## src/rtl/sfence_flush_ctrl.sv

```systemverilog
// SFENCE.VMA sequencer: stalls the pipeline, drains memory traffic, walks every TLB index
// with an invalidate command, then pulses a flush. Optional perf counters: SFENCE_PERF_CNT_EN.
module sfence_flush_ctrl #(
    parameter int unsigned TLB_ENTRIES = 16,
    parameter int unsigned IDX_W       = $clog2(TLB_ENTRIES)
) (
    input  logic             clk_i,
    input  logic             rst_ni,
    input  logic             sfence_i,
    input  logic             sfence_type_i,
    input  logic [31:0]      rs1_data_i,
    input  logic [31:0]      rs2_data_i,
    input  logic             mem_busy_i,
    output logic             tlb_inv_valid_o,
    input  logic             tlb_inv_ready_i,
    output logic [IDX_W-1:0] tlb_inv_idx_o,
    output logic             tlb_inv_type_o,
    output logic [31:0]      tlb_inv_vaddr_o,
    output logic [31:0]      tlb_inv_asid_o,
    output logic             stall_o,
    output logic             flush_o,
    output logic             busy_o,
    output logic [31:0]      sfence_cnt_o,
    output logic [31:0]      stall_cyc_cnt_o
);

    localparam logic [1:0] StIdle  = 2'd0;
    localparam logic [1:0] StDrain = 2'd1;
    localparam logic [1:0] StWalk  = 2'd2;
    localparam logic [1:0] StDone  = 2'd3;

    localparam logic [IDX_W-1:0] LastIdx = IDX_W'(TLB_ENTRIES - 1);

    logic [1:0]       state_q, state_d;
    logic [IDX_W-1:0] idx_q, idx_d;
    logic             type_q, type_d;
    logic [31:0]      vaddr_q, vaddr_d;
    logic [31:0]      asid_q, asid_d;
    logic             accept;

    // Requests are only honoured from idle; elsewhere the pipeline is already stalled.
    assign accept = sfence_i && (state_q == StIdle);

    always_comb begin
        state_d = state_q;
        idx_d   = idx_q;
        type_d  = type_q;
        vaddr_d = vaddr_q;
        asid_d  = asid_q;
        unique case (state_q)
            StIdle: begin
                if (sfence_i) begin
                    type_d  = sfence_type_i;
                    vaddr_d = rs1_data_i;
                    asid_d  = rs2_data_i;
                    idx_d   = '0;
                    state_d = mem_busy_i ? StDrain : StWalk;
                end
            end
            StDrain: begin
                if (!mem_busy_i) begin
                    state_d = StWalk;
                end
            end
            StWalk: begin
                if (tlb_inv_ready_i) begin
                    if (idx_q == LastIdx) begin
                        state_d = StDone;
                    end else begin
                        idx_d = idx_q + IDX_W'(1);
                    end
                end
            end
            StDone: begin
                state_d = StIdle;
            end
            default: begin
                state_d = StIdle;
            end
        endcase
    end

    always_ff @(posedge clk_i or negedge rst_ni) begin
        if (!rst_ni) begin
            state_q <= StIdle;
            idx_q   <= '0;
            type_q  <= 1'b0;
            vaddr_q <= '0;
            asid_q  <= '0;
        end else begin
            state_q <= state_d;
            idx_q   <= idx_d;
            type_q  <= type_d;
            vaddr_q <= vaddr_d;
            asid_q  <= asid_d;
        end
    end

    assign tlb_inv_valid_o = (state_q == StWalk);
    assign tlb_inv_idx_o   = idx_q;
    assign tlb_inv_type_o  = type_q;
    assign tlb_inv_vaddr_o = vaddr_q;
    assign tlb_inv_asid_o  = asid_q;
    assign stall_o         = accept || (state_q == StDrain) || (state_q == StWalk);
    assign flush_o         = (state_q == StDone);
    assign busy_o          = (state_q != StIdle);

`ifdef SFENCE_PERF_CNT_EN
    logic [31:0] sfence_cnt_q, stall_cyc_cnt_q;

    always_ff @(posedge clk_i or negedge rst_ni) begin
        if (!rst_ni) begin
            sfence_cnt_q    <= '0;
            stall_cyc_cnt_q <= '0;
        end else begin
            if (accept) begin
                sfence_cnt_q <= sfence_cnt_q + 32'd1;
            end
            if (stall_o) begin
                stall_cyc_cnt_q <= stall_cyc_cnt_q + 32'd1;
            end
        end
    end

    assign sfence_cnt_o    = sfence_cnt_q;
    assign stall_cyc_cnt_o = stall_cyc_cnt_q;
`else
    assign sfence_cnt_o    = '0;
    assign stall_cyc_cnt_o = '0;
`endif

endmodule

```

## config.mk

```make
export PLATFORM = sky130hd
export DESIGN_NAME = sfence_flush_ctrl
export DESIGN_NICKNAME = d
export VERILOG_FILES = /design/src/rtl/sfence_flush_ctrl.sv
export SDC_FILE = /design/constraint.sdc
export NUM_CORES = 1
export LEC_CHECK = 0
export CAP_MARGIN = 10
export CORE_ASPECT_RATIO = 0.7
export CORE_MARGIN = 3
export CORE_UTILIZATION = 40
export DETAILED_ROUTE_END_ITERATION = 12
export MAX_ROUTING_LAYER = met4
export PLACE_DENSITY = 0.85
export SYNTH_ARGS = -nofsm -noshare
export SYNTH_HDL_FRONTEND = slang
export SYNTH_SLANG_ARGS = --single-unit
```

## constraint.sdc

```tcl
create_clock -name clk_i -period 2.6 [get_ports clk_i]
set_input_delay 0.52 -clock clk_i [delete_from_list [all_inputs] [get_ports clk_i]]
set_output_delay 0.52 -clock clk_i [all_outputs]
set_load 0.02 [all_outputs]
```

==> impl_metrics.ini <==
[status]
status = completed

[global_route]
grt_max_degree = 66
grtUsageTotal = 0.1592
grt_pass1_wl_mm = 11.73
antenna_found_initial = 0
grt_pass1_vias = 2348
overflow = 0

[logic_synthesis]
muxShareOfSynthArea = 0.2206
synth_seq_cells = 71
seq_area_frac_synth = 0.5211
yosys-top-cells-count = dfrtp_1 (71), mux2_2 (65), buf_4 (64), inv_1 (8)
synth.top_cell.area_share = 0.5211
synth.area.top_cells = dfrtp_1 (52%), mux2_2 (21%), buf_4 (14%), ha_1 (2.2%), buf_2 (0.88%)
synth_top_family_by_area = multiplexers
synth_fa_ha_area_frac = 0.02202
syn_inst = 261
async_flop_share = 1.000
synth-compound-area-share = 0.03193
synth_cell_types = 32
synth_warnings = 0
yosys.area.top_type = dfrtp_1
synth_top_flop_cell = dfrtp_1
synth_area_um2 = 3410
avgSynthCellArea_um2 = 13.06
synth_edf_count = 0
synth_xor_area_frac = 0
synth-simple-area-share = 0.03596
synth_most_common_cell = dfrtp_1

[timing]
fin_skew_ns = 0.005887
hold_ws_ns = 0.2141
fin_crit_sh = 0.9383
slew_headroom = 0.5742
rsz0062_at_grt = false
fin_crit_ns = 2.439
setup_slack_ns = 0.1605
setup_tns_ns = 0
hold_violations = 0
max_freq_ghz = 0.4099
finalSetupViolations = 0
report.final.slew_viol_count = 0
tightestPinTransition_ns = 0.6374

[route]
routed_via_density = 4.493
drtIter0Drc = 88
wl_per_cell_um = 14.97
dr.pass1.iters = 4
finalWirelength_mm = 7.652
vias = 2296
postRouteAntennaNets = 0
post-route-drc-count = 0

[run]
cap_viol_max_count = 0

[floorplanning]
num_rows = 27
die_w_um = 116.4
ioPinCount = 207
core_area_um2 = 8074
die_area_um2 = 9686
die_h_um = 83.25
start_util = 0.4223

[place]
place_area_um2 = 4691
pre_cts_ws_ns = 0.2192
port_buffers = 142
dp_hpwl_mm = 5.856
gp_congestion = 0.8859

[cells_and_area]
n_antenna_cell = 0
regArea_um2 = 1777
n_fill_cell = 656
fin_nets = 481
fin_util = 0.6194
design_area_um2 = 5001
area_delta_synth_final_pct = 46.68
drive_gt1_frac = 0.2146
multiInputGateArea_um2 = 1304

[clock_tree]
cts_tree = built
clk_pin_slew_ns = 0.06
cts_buffers = 9
htreeDepth = 3
clock_sinks = 71
root_buffer = clkbuf_16
post_cts.repair.setup_buffers = 0
clk_path_buf_depth = 2
clk_latency_ns = 0.32

[hold_path]
hold_class = primary input to async pin

[power_and_ir_drop]
p_leak_nw = 2.200
peakVddDrop_v = 0.0007184
power_density_nw_per_um2 = 1292

[setup_path]
cp_max_fo = 11
start_kind = flop
criticalPathCategory = flop to output port
required_ns = 2.08
r2r_cells = 5
cp_cell_sequence = inv_1 -> ha_2 -> nor2_1 -> nand2_1 -> clkdlybuf4s50_1
critPathMaxStageDelay_ns = 0.61
end_kind = output port
r2r-start = state_q[1]
cp.arrival_ns = 1.92
r2r_slack_ns = 0.62
rr_endpoint = tlb_inv_idx_o[3]
crit_slowest_cell = clkdlybuf4s50_1
report_power, final:
part / switching (mW) / internal, mW
combinational: 1.58 / 1.69
clock: 0.464 / 0.773
sequential: 0.288 / 1.66
sequential cells by signal, indices dropped and copies added, names as in the netlist:
signal	flops
state_q	2
tlb_inv_asid_o	32
tlb_inv_idx_o	4
tlb_inv_type_o	1
tlb_inv_vaddr_o	32
worst max-delay path, delay by kind of cell (launching register included):
family,cells,cell delay (ns)
buffers and inverters,2,0.73
flip-flops,1,0.41
adder cells (fa/ha/maj),1,0.32
AND/OR/NAND/NOR,2,0.14
logic make-up (layout without fill, tap and decap cells):
| group | after synthesis | count (layout) |
|---|---|---|
| compound gates | 13 | 13 |
| mux | 67 | 67 |
| fa+ha+maj | 6 | 6 |
| flops | 71 | 71 |
| other cells | 1 | 64 |
| simple gates | 21 | 21 |
| buf+inv | 82 | 168 |
worst max path at each step:
stage | endpoint | from | cells after the start | slack, ns
detailed placement | stall_o | sfence_i | 4 | 0.22
floorplan | tlb_inv_idx_o[3] | state_q[0] | 7 | 0.77
global route | stall_o | state_q[0] | 5 | 0.06
CTS | stall_o | state_q[0] | 5 | 0.02
global placement | stall_o | sfence_i | 4 | 0.22
finish | stall_o | state_q[0] | 5 | 0.16
timing repair:
item	CTS	global route
resized for setup	0	1
hold buffers	0	0
setup endpoints to repair	0	1
placed cells by master, fill, tap and decap left out, drive strengths merged, types with 2 or more instances in the layout:
master / instances
clkinv: 3
clkdlybuf4s50: 141
inv: 9
nor2: 2
conb: 64
mux2i: 2
mux2: 65
buf: 3
nor2b: 2
ha: 6
nor3: 2
nand3: 5
nand2: 3
dfrtp: 71
o31ai: 4
or3: 2
clkbuf: 10
layer usage:
metal,track usage,routed length [um],up-vias
li1,-,-,1056
met1,0.1883,3117,1119
met2,0.2601,3861,117
met3,0.05608,630,4
met4,0.03793,42,0
met5,-,0,-
per-stage QoR:
stage | power, mW | cells
2_1_floorplan | 3.815 | 324
3_3_place_gp | 5.152 | 495
3_5_place_dp | 5.262 | 495
4_1_cts | 6.543 | 511
5_1_grt | 6.822 | 511
6_report | 6.463 | 511
final cells by class:
type | count | share of cell area
tap | 101 | 0.02527
timing repair buffer | 144 | 0.2912
clock buffer | 10 | 0.04779
clock inverter | 6 | 0.01376
inverter | 8 | 0.006004
multi-input combinational | 171 | 0.2607
sequential | 71 | 0.3553
Note: power is estimated with default switching activity, not from simulation.
